**src/rtl/mmio_uart_tx.sv**
```systemverilog
// mmio_uart_tx: memory-mapped 8N1 serial transmitter on the data-memory bus.
// Writes to TX_ADDR queue a byte in a 4-entry FIFO. An FSM shifts each byte out
// LSB first, framed by one start bit and one stop bit. STAT_ADDR reads back
// {count, ovf, full, busy}. Writing STAT_ADDR with bit 2 set clears ovf.
//
// Ports:
//   clk     in   1  clock, rising edge
//   rst     in   1  synchronous active-high reset
//   d_addr  in  16  bus address
//   w_data  in  16  write data (only [7:0] is used at TX_ADDR)
//   d_wr    in   1  write strobe
//   d_rd    in   1  read strobe
//   r_data  out 16  combinational read data
//   sel     out  1  combinational address claim (TX_ADDR or STAT_ADDR)
//   tx      out  1  registered serial output, idles high
//   busy    out  1  FSM not idle or FIFO non-empty
module mmio_uart_tx #(
   parameter int unsigned CLKS_PER_BIT = 16,
   parameter int unsigned FIFO_DEPTH   = 4,
   parameter logic [15:0] TX_ADDR      = 16'h00FF,
   parameter logic [15:0] STAT_ADDR    = 16'h00FE
) (
   input  logic        clk,
   input  logic        rst,
   input  logic [15:0] d_addr,
   input  logic [15:0] w_data,
   input  logic        d_wr,
   input  logic        d_rd,
   output logic [15:0] r_data,
   output logic        sel,
   output logic        tx,
   output logic        busy
);

   localparam int unsigned CntW = (CLKS_PER_BIT > 1) ? $clog2(CLKS_PER_BIT) : 1;

   typedef enum logic [1:0] {StIdle, StStart, StData, StStop} state_e;

   state_e          state_q;
   logic [CntW-1:0] baud_q;
   logic [2:0]      bit_q;
   logic [7:0]      shift_q;
   logic            tx_q;

   logic [7:0]      mem_q [4];
   logic [1:0]      wr_ptr_q;
   logic [1:0]      rd_ptr_q;
   logic [2:0]      count_q;
   logic            ovf_q;

   logic            hit_tx;
   logic            hit_stat;
   logic            full;
   logic            empty;
   logic            push;
   logic            pop;
   logic            baud_end;
   logic [7:0]      rd_byte;
   logic            unused_wdata;

   assign hit_tx   = (d_addr == TX_ADDR);
   assign hit_stat = (d_addr == STAT_ADDR);
   assign sel      = hit_tx | hit_stat;

   assign full     = (count_q == 3'(FIFO_DEPTH));
   assign empty    = (count_q == 3'd0);
   assign baud_end = (baud_q == CntW'(CLKS_PER_BIT - 1));
   assign rd_byte  = mem_q[rd_ptr_q];

   // The FSM takes the next byte either from idle or at the last stop cycle,
   // so back-to-back frames have no idle gap.
   assign pop  = !empty && ((state_q == StIdle) || ((state_q == StStop) && baud_end));
   // Fullness is judged before the edge: a simultaneous pop does not make room.
   assign push = d_wr && hit_tx && !full;

   assign tx   = tx_q;
   assign busy = (state_q != StIdle) || !empty;

   assign unused_wdata = ^w_data[15:8];

   // FIFO and overflow flag
   always_ff @(posedge clk) begin
      if (rst) begin
         wr_ptr_q <= 2'd0;
         rd_ptr_q <= 2'd0;
         count_q  <= 3'd0;
         ovf_q    <= 1'b0;
      end else begin
         if (push) begin
            mem_q[wr_ptr_q] <= w_data[7:0];
            wr_ptr_q        <= wr_ptr_q + 2'd1;
         end
         if (pop) begin
            rd_ptr_q <= rd_ptr_q + 2'd1;
         end
         if (push && !pop) begin
            count_q <= count_q + 3'd1;
         end else if (pop && !push) begin
            count_q <= count_q - 3'd1;
         end
         if (d_wr && hit_tx && full) begin
            ovf_q <= 1'b1;
         end else if (d_wr && hit_stat && w_data[2]) begin
            ovf_q <= 1'b0;
         end
      end
   end

   // Transmit FSM; tx is registered so the line never glitches.
   always_ff @(posedge clk) begin
      if (rst) begin
         state_q <= StIdle;
         baud_q  <= '0;
         bit_q   <= 3'd0;
         shift_q <= 8'd0;
         tx_q    <= 1'b1;
      end else begin
         unique case (state_q)
            StIdle: begin
               tx_q <= 1'b1;
               if (pop) begin
                  shift_q <= rd_byte;
                  baud_q  <= '0;
                  tx_q    <= 1'b0;
                  state_q <= StStart;
               end
            end
            StStart: begin
               if (baud_end) begin
                  baud_q  <= '0;
                  bit_q   <= 3'd0;
                  tx_q    <= shift_q[0];
                  state_q <= StData;
               end else begin
                  baud_q <= baud_q + CntW'(1);
               end
            end
            StData: begin
               if (baud_end) begin
                  baud_q <= '0;
                  if (bit_q == 3'd7) begin
                     tx_q    <= 1'b1;
                     state_q <= StStop;
                  end else begin
                     // Next bit is shift_q[1]: it becomes bit 0 after this shift.
                     shift_q <= {1'b0, shift_q[7:1]};
                     tx_q    <= shift_q[1];
                     bit_q   <= bit_q + 3'd1;
                  end
               end else begin
                  baud_q <= baud_q + CntW'(1);
               end
            end
            StStop: begin
               if (baud_end) begin
                  baud_q <= '0;
                  if (pop) begin
                     shift_q <= rd_byte;
                     tx_q    <= 1'b0;
                     state_q <= StStart;
                  end else begin
                     tx_q    <= 1'b1;
                     state_q <= StIdle;
                  end
               end else begin
                  baud_q <= baud_q + CntW'(1);
               end
            end
            default: state_q <= StIdle;
         endcase
      end
   end

   // Read mux: only the status register returns data.
   always_comb begin
      r_data = 16'h0000;
      if (d_rd && hit_stat) begin
         r_data = {10'b0, count_q, ovf_q, full, busy};
      end
   end

endmodule

```
**config.mk**
```make
export PLATFORM = sky130hd
export DESIGN_NAME = mmio_uart_tx
export DESIGN_NICKNAME = d
export VERILOG_FILES = /design/src/rtl/mmio_uart_tx.sv
export SDC_FILE = /design/constraint.sdc
export NUM_CORES = 1
export LEC_CHECK = 0
export ABC_AREA = 1
export BUFFER_PORTS_ARGS = -buffer_cell sky130_fd_sc_hd__buf_2
export CAP_MARGIN = 40
export CORE_ASPECT_RATIO = 1.5
export CORE_MARGIN = 3
export CORE_UTILIZATION = 55
export DETAILED_ROUTE_END_ITERATION = 8
export MAX_ROUTING_LAYER = met4
export PLACE_DENSITY = 0.76
export REMOVE_ABC_BUFFERS = 1
export SYNTH_ARGS = -nofsm -noshare
export SYNTH_HDL_FRONTEND = slang
export SYNTH_SLANG_ARGS = --single-unit
export TNS_END_PERCENT = 30
```
**constraint.sdc**
```tcl
create_clock -name clk -period 3.05 [get_ports clk]
set_clock_uncertainty 0.2 [all_clocks]
set_input_delay 0.305 -clock clk [delete_from_list [all_inputs] [get_ports clk]]
set_output_delay 0.305 -clock clk [all_outputs]
set_load 0.02 [all_outputs]
```
==> key figures, run 1 <==
Timing
  • Final period util: 82.2%
  • Worst Hold Slack: around 0.014 ns
  • Final hold viol count: 0
  • Unrepaired setup endpoints after global routing: false
  • Shortest period the worst path allows: around 2.5 ns
  • # setup viols final: 0
  • Final slew viol count: 0
  • Slew margin rel.: between 60% and 70%
  • Setup tns final: 0 ns
  • Worst Max-Slew Pin Slew: 0.535 ns
  • Maximum clock rate: 0.399 GHz

Synthesis
  • Commonest cells post-synth: 92 x nand2_1, 63 x nor2_1, 33 x inv_1, 32 x edfxtp_1, 28 x dfxtp_1
  • Async SR Flop Fraction: 0%
  • Seq/Total Area, Yosys: 50.6%
  • Largest area contributor in the netlist: edfxtp_1
  • Synth Warn #: 0
  • Synth top area share: a little under a third
  • Main synth FF type: edfxtp_1
  • Mapped Area: about 0.003 sq mm
  • Yosys cell types: 31
  • Syn avg cell area: 8.30 sq um
  • Most frequent cell after synthesis: nand2_1
  • Number of flops mapped to enable cells by yosys: 32
  • Gate Count Post-Synth: between 300 and 400
  • Synth Register Bits: 60
  • Dominant cells by area after synthesis: edfxtp_1 32%, dfxtp_1 19%, nand2_1 11%

Detailed routing
  • Initial DRT Pass Iterations: 5
  • Antenna Nets Post-Route: 0
  • Residual DRC: 0
  • Routed WL per cell: 11.8 microns
  • Total number of vias: between 2,000 and 2,500
  • Routed vias/inst: approximately 4.9
  • Final WL: ~5.7 mm
  • Starting DRT DRC Count: 89

Worst setup path
  • Cell mode on critical path: inv_1
  • Startpoint Class: register
  • Crit path from: state_q[0]
  • Crit Reg-Reg Startpoint: state_q[0]
  • Worst Reg2Reg Path Length in Cells: 12
  • Capture point of the worst reg-to-reg path: count_q[2]
  • CP delay by family, top: adder cells
  • Critical path buffers and inverters: 3
  • Slowest Stage Delay on Critical Path: 0.43 ns
  • Worst EP arrival: 2.53 ns
  • CP cell instances: inv_1 > ha_1 > inv_1 > nand2_1 > nand2_2 > ha_1 > inv_1 > fa_1 > a21oi_1 > o21ai_0 > o21ai_0 > a21oi_1
  • Critical path destination: count_q[2]
  • Slowest CP cell: dfxtp_1
  • Crit. End Element: register
  • Cell depth of the worst setup path: 12
  • Crit Path Category: reg2reg
  • Reg2reg setup slack: roughly 0.54 ns
  • Worst Path Max Fanout: 5
  • Worst path required time: 3.07 ns

Power and ir drop
  • Leak Pwr: 1.58 nW
  • Gate power share: 37.4%
  • Clk network pwr share: 26.5%
  • Sw Pwr: 0.00110 W
  • Sw Share: about two fifths
  • Max rail drop VDD: 0.624 mV
  • Register share of total power: 36.1%
  • Power per cell area: 823 mW/mm^2
  • P_int: 0.00178 W

Global route
  • Initial antenna violation count: 0
  • Vias in the first global route: 2,153
  • Pin count of the biggest net entering global routing: 18
  • Gr usage total: 20.6%
  • Global-route wire length before repair: 9.50 mm
  • Total gr overflow: 0

Finish
  • Post-Layout Inst Area: 0.00350 sq mm
  • Final instance count without filler cells: 484
  • Fillers: 458
  • Fin nets: 461
  • Layout cells sized above 1: about 17%
  • Area Overhead vs Synth: 16.4%
  • Diode count: 0
  • Core Util, Final: 67.2%
  • Multi-input combinational cell area: 0.00126 sq mm
  • Register area: 0.00152 sq mm

Run
  • Max Cap Viol: 0

Floorplanning
  • Die area: 0.00640 sq mm
  • Core area: roughly 0.0052 sq mm
  • Die X: 66.3 microns
  • Die height: 96.5 microns
  • Placement Rows: 32
  • I/O Pins: 55
  • Starting density of the core: 57.7%

Clock tree
  • TritonCTS Buffers: 9
  • Clk sinks: 60
  • Worst skew pair latency: 0.33 ns
  • Clock transition at path regs: 0.07 ns
  • Clock Path Buffers: 2
  • Root Buffer Master: clkbuf_8
  • Post CTS Setup Buffer Count: 0
  • CTS tree: done
  • H-tree levels: 3

Placement
  • Gpl congestion: 0.832
  • Port Buffers: 36
  • DP Wirelength: 3.94 mm
  • Placed cell count: 461
  • Placed inst area: 0.00321 sq mm

Hold path
  • Hold WC Path Type: in2reg

Outcome
  • Outcome: finished clean
==> sequential cells by signal, indices dropped and copies added, names as in the netlist, named ones only <==
name      count
mem_q        32
shift_q       8
baud_q        4
bit_q         3
count_q       3
rd_ptr_q      2
state_q       2
wr_ptr_q      2
ovf_q         1
tx            1
==> cells in the final DEF, fill, tap and decap left out, types with 2 or more instances in the layout <==
master and count:
dfxtp_1 28, a21oi_1 17, ha_1 13, clkbuf_8 9
or2_2 8, clkinvlp_4 2, buf_2 36, nand3_1 11
inv_1 33, nor2_1 63, dlygate4sd3_1 7, o21ai_0 21
nand4_1 5, buf_4 5, conb_1 10, nor3_1 2
bufinv_16 2, edfxtp_1 32, nand2_1 92, nand3b_1 2
nand2_2 3
==> per-layer routing <==
layer  global-route usage [%]  wire (microns)  vias up
li1                         -               -     1239
met1                     21.6            2360     1052
met2                     36.7            3020       64
met3                     3.47             235        6
met4                     10.7              97        0
met5                        -               0        -
==> what timing repair did <==
action	CTS	global route
hold buffers	7	0
endpoints found under the hold margin	28	0
gates resized for setup	0	0
setup endpoints to repair	0	0
==> worst min-delay path by stage <==
stage	from	end	slack, ns	depth (start not counted)
2_1_floorplan	rst	baud_q[0]	0.17	1
3_3_place_gp	rd_ptr_q[1]	register	0.25	2
3_5_place_dp	ovf_q	ovf_q	0.26	2
4_1_cts	w_data[2]	mem_q[0][2]	0.002	1
5_1_grt	w_data[2]	mem_q[1][2]	0.01	1
6_report	w_data[2]	mem_q[1][2]	0.01	1
==> power by group through the flow <==
stage	clock network (W)	registers, W	logic (W)
after detailed placement	0	0.00105	0.00107
after global placement	0	0.00105	0.00103
after floorplan	0	0.00105	0.000807
after CTS	0.000779	0.00104	0.00109
after global routing	0.000807	0.00105	0.00126
final	0.000763	0.00104	0.00108
==> through the flow <==
| stage | worst slack (ns) | power (W) |
|---|---|---|
| finish | 0.543 | 0.00288 |
| global route | 0.310 | 0.00311 |
| CTS | 0.582 | 0.00291 |
| detailed placement | 0.474 | 0.00212 |
| global placement | 0.589 | 0.00208 |
| floorplan | 0.857 | 0.00186 |
==> cells by family (layout without fill, tap and decap cells) <==
group	count (synthesis)	in the layout	synth area share [%]
buffers and inverters	53	98	8.58
XOR/XNOR	2	2	0.583
AND/OR/NAND/NOR	190	190	26.5
other	1	10	0.125
AO/OA/AOI/OAI	42	42	7.50
flip-flops	60	60	50.6
adder cells (fa/ha/maj)	14	14	6.08
==> area by class of cell <==
class	count	share of cell area (%)
clock buffers	10	3.65
flip-flops and latches	60	43.5
repair buffers	48	8.23
well taps	68	2.43
clock inverters	6	2.54
multi-input cells	258	36.0
inverters	34	3.65
(Power assumes the default switching activity.)
==> run 2: changes to the inputs <==
--- a/config.mk
+++ b/config.mk
@@ -10,10 +10,10 @@
 export CAP_MARGIN = 40
 export CORE_ASPECT_RATIO = 1.5
 export CORE_MARGIN = 3
-export CORE_UTILIZATION = 55
+export CORE_UTILIZATION = 50
 export DETAILED_ROUTE_END_ITERATION = 8
 export MAX_ROUTING_LAYER = met4
-export PLACE_DENSITY = 0.76
+export PLACE_DENSITY = 0.73
 export REMOVE_ABC_BUFFERS = 1
 export SYNTH_ARGS = -nofsm -noshare
 export SYNTH_HDL_FRONTEND = slang
==> constraint.sdc (replaced) <==
create_clock -name clk -period 2.3 [get_ports clk]
set_clock_uncertainty 0.2 [all_clocks]
set_input_delay 0.23 -clock clk [delete_from_list [all_inputs] [get_ports clk]]
set_output_delay 0.23 -clock clk [all_outputs]
set_load 0.02 [all_outputs]
==> run 2 against run 1 <==
  * Maximum frequency up 17%
  * Setup slack got worse by 0.39 ns
  * Core utilization fell by 4.6 points
  * Die area is 9.2% higher
  * Clock-buffer cell count is 1 lower
  * Sequential share of layout area down 1.6 points
  * Final cell count grew 4.1%
  * Wire length up 4.8%
  * Combinational power grew 46%
==> key figures, run 2 (synthesis gave the netlist of run 1 again) <==
Global route
  • Total gr overflow: 0
  • Initial antenna violation count: 0
  • Gr usage total: 18.3%
  • Global-route wire length before repair: 9.73 mm
  • Vias in the first global route: 2,278
  • Pin count of the biggest net entering global routing: 17

Clock tree
  • Clock transition at path regs: 0.07 ns
  • Clk sinks: 60
  • TritonCTS Buffers: 9
  • Root Buffer Master: clkbuf_8
  • Clock Path Buffers: 2
  • CTS tree: done
  • H-tree levels: 3
  • Worst skew pair latency: 0.34 ns

Worst setup path
  • Reg2reg setup slack: around 0.15 ns
  • Worst path required time: 2.33 ns
  • Worst Path Max Fanout: 5
  • Worst Reg2Reg Path Length in Cells: 11
  • Capture point of the worst reg-to-reg path: count_q[2]
  • Crit Reg-Reg Startpoint: state_q[0]
  • Crit Path Category: reg2reg
  • Worst EP arrival: 2.19 ns
  • Startpoint Class: register
  • Crit. End Element: register

Floorplanning
  • Placement Rows: 34
  • Core area: 0.00583 sq mm
  • I/O Pins: 55
  • Die height: a little over 100 microns
  • Die X: 69.3 microns
  • Starting density of the core: between 50% and 60%
  • Die area: 0.00699 sq mm

Power and ir drop
  • Leak Pwr: 1.64 nW
  • Power per cell area: 1070 mW/mm^2
  • Max rail drop VDD: 0.795 mV

Placement
  • Gpl congestion: 0.791
  • DP Wirelength: 4.10 mm
  • Port Buffers: 36
  • Placed inst area: 0.00330 sq mm

Finish
  • Top reg by flops: mem_q
  • Area Overhead vs Synth: 21.3%
  • Diode count: 0
  • Layout cells sized above 1: 23.4%
  • Post-Layout Inst Area: 0.00364 sq mm
  • Most frequent cells in the layout: 92 x nand2_1, 62 x nor2_1, 36 x buf_2, 32 x edfxtp_1, 31 x inv_1
  • Fin nets: 477
  • Top Registers: mem_q x32, shift_q x8, baud_q x4
  • Most common cell after layout, fill and taps aside: nand2_1
  • Max reg flops: 32

Detailed routing
  • Routed vias/inst: around 4.8
  • Initial DRT Pass Iterations: 4
  • Final WL: between 5 and 6 mm
  • Antenna Nets Post-Route: 0
  • Residual DRC: 0
  • Starting DRT DRC Count: roughly 110
  • Routed WL per cell: about 12 microns
  • Total number of vias: roughly 2,400

Timing
  • Final period util: 93.5%
  • Slew margin rel.: approximately two thirds
  • Final slew viol count: 0
  • # setup viols final: 0
  • Maximum clock rate: 0.465 GHz
  • Worst Hold Slack: 0.109 ns
  • Final hold viol count: 0
  • Shortest period the worst path allows: 2.15 ns
  • Worst Max-Slew Pin Slew: 0.524 ns

Outcome
  • Outcome: finished clean

Hold path
  • Hold Crit Depth: 5
  • Hold_sp: d_wr
  • Hold WC Path Type: in2reg
  • Hold Path Sink: ovf_q

Run
  • Max Cap Viol: 0
==> run 2: changes by cell type in the layout (fill, tap and decap cells not counted), sizes merged <==
cell / change
clkinvlp: -1
dlygate4sd3: +2
bufinv: -1
clkinv: +3
buf: +14
clkbuf: -1
==> run 2: where the power goes <==
part / switching (W) / internal, W
registers: 0.000115 / 0.00127
logic: 0.000985 / 0.000594
clock network: 0.000434 / 0.000504
total: 0.00153 / 0.00237
==> run 2: how the worst max path moves through the flow <==
| stage | slack [ns] | to | startpoint | depth (start not counted) |
|---|---|---|---|---|
| 2_1_floorplan | 0.14 | count_q[2] | state_q[0] | 12 |
| 3_3_place_gp | 0.05 | count_q[2] | d_addr[10] | 13 |
| 3_5_place_dp | -0.008 | count_q[2] | d_addr[10] | 13 |
| 4_1_cts | 0.003 | count_q[2] | state_q[0] | 12 |
| 5_1_grt | -0.06 | count_q[2] | state_q[0] | 11 |
| 6_report | 0.15 | count_q[2] | state_q[0] | 11 |
==> run 2: timing repair <==
item                       4_1_cts  5_1_grt
setup buffers                    0        3
setup endpoints to repair        0        2
hold buffers                     9        0
gates resized for setup          0       17
hold endpoints to repair        34        0
==> run 2: final cells by class <==
class                           count  area (sq um)
Inverter                           34           128
Clock inverter                      7          77.6
Clock buffer                        9           124
Multi-Input combinational cell    258          1280
Sequential cell                    60          1530
Timing Repair Buffer               64           413
Tap cell                           72          90.1
Fill cell                         514          2180
==> run 2: stage by stage <==
| step | TNS, ns | power (W) | instances | utilization [%] | worst slack (ns) |
|---|---|---|---|---|---|
| floorplan | 0 | 0.00246 | 352 | - | 0.138 |
| global placement | 0 | 0.00284 | 476 | 56.6 | 0.0516 |
| detailed placement | -0.00794 | 0.00289 | 476 | 56.6 | -0.00794 |
| CTS | 0 | 0.00386 | 501 | 61.6 | 0.00327 |
| global route | -0.0561 | 0.00424 | 504 | 62.5 | -0.0561 |
| finish | 0 | 0.00390 | 504 | 62.5 | 0.149 |
==> run 2: layer usage <==
metal	wire, microns	up-vias	GRT usage, %
met3	261	19	4.39
met5	0	-	-
met1	2330	1064	17.4
li1	-	1272	-
met4	176	0	9.32
met2	3220	68	33.9
==> run 2: worst max-delay path, stage by stage, from the launching register on <==
cell and delay (ns):
dfxtp_4 0.36, ha_2 0.20, nand4_1 0.12, nand2_1 0.10, nand2_2 0.08, ha_2 0.17, inv_2 0.06, fa_2 0.40
a21oi_2 0.14, o21ai_2 0.07, o21ai_1 0.11, a21oi_1 0.05
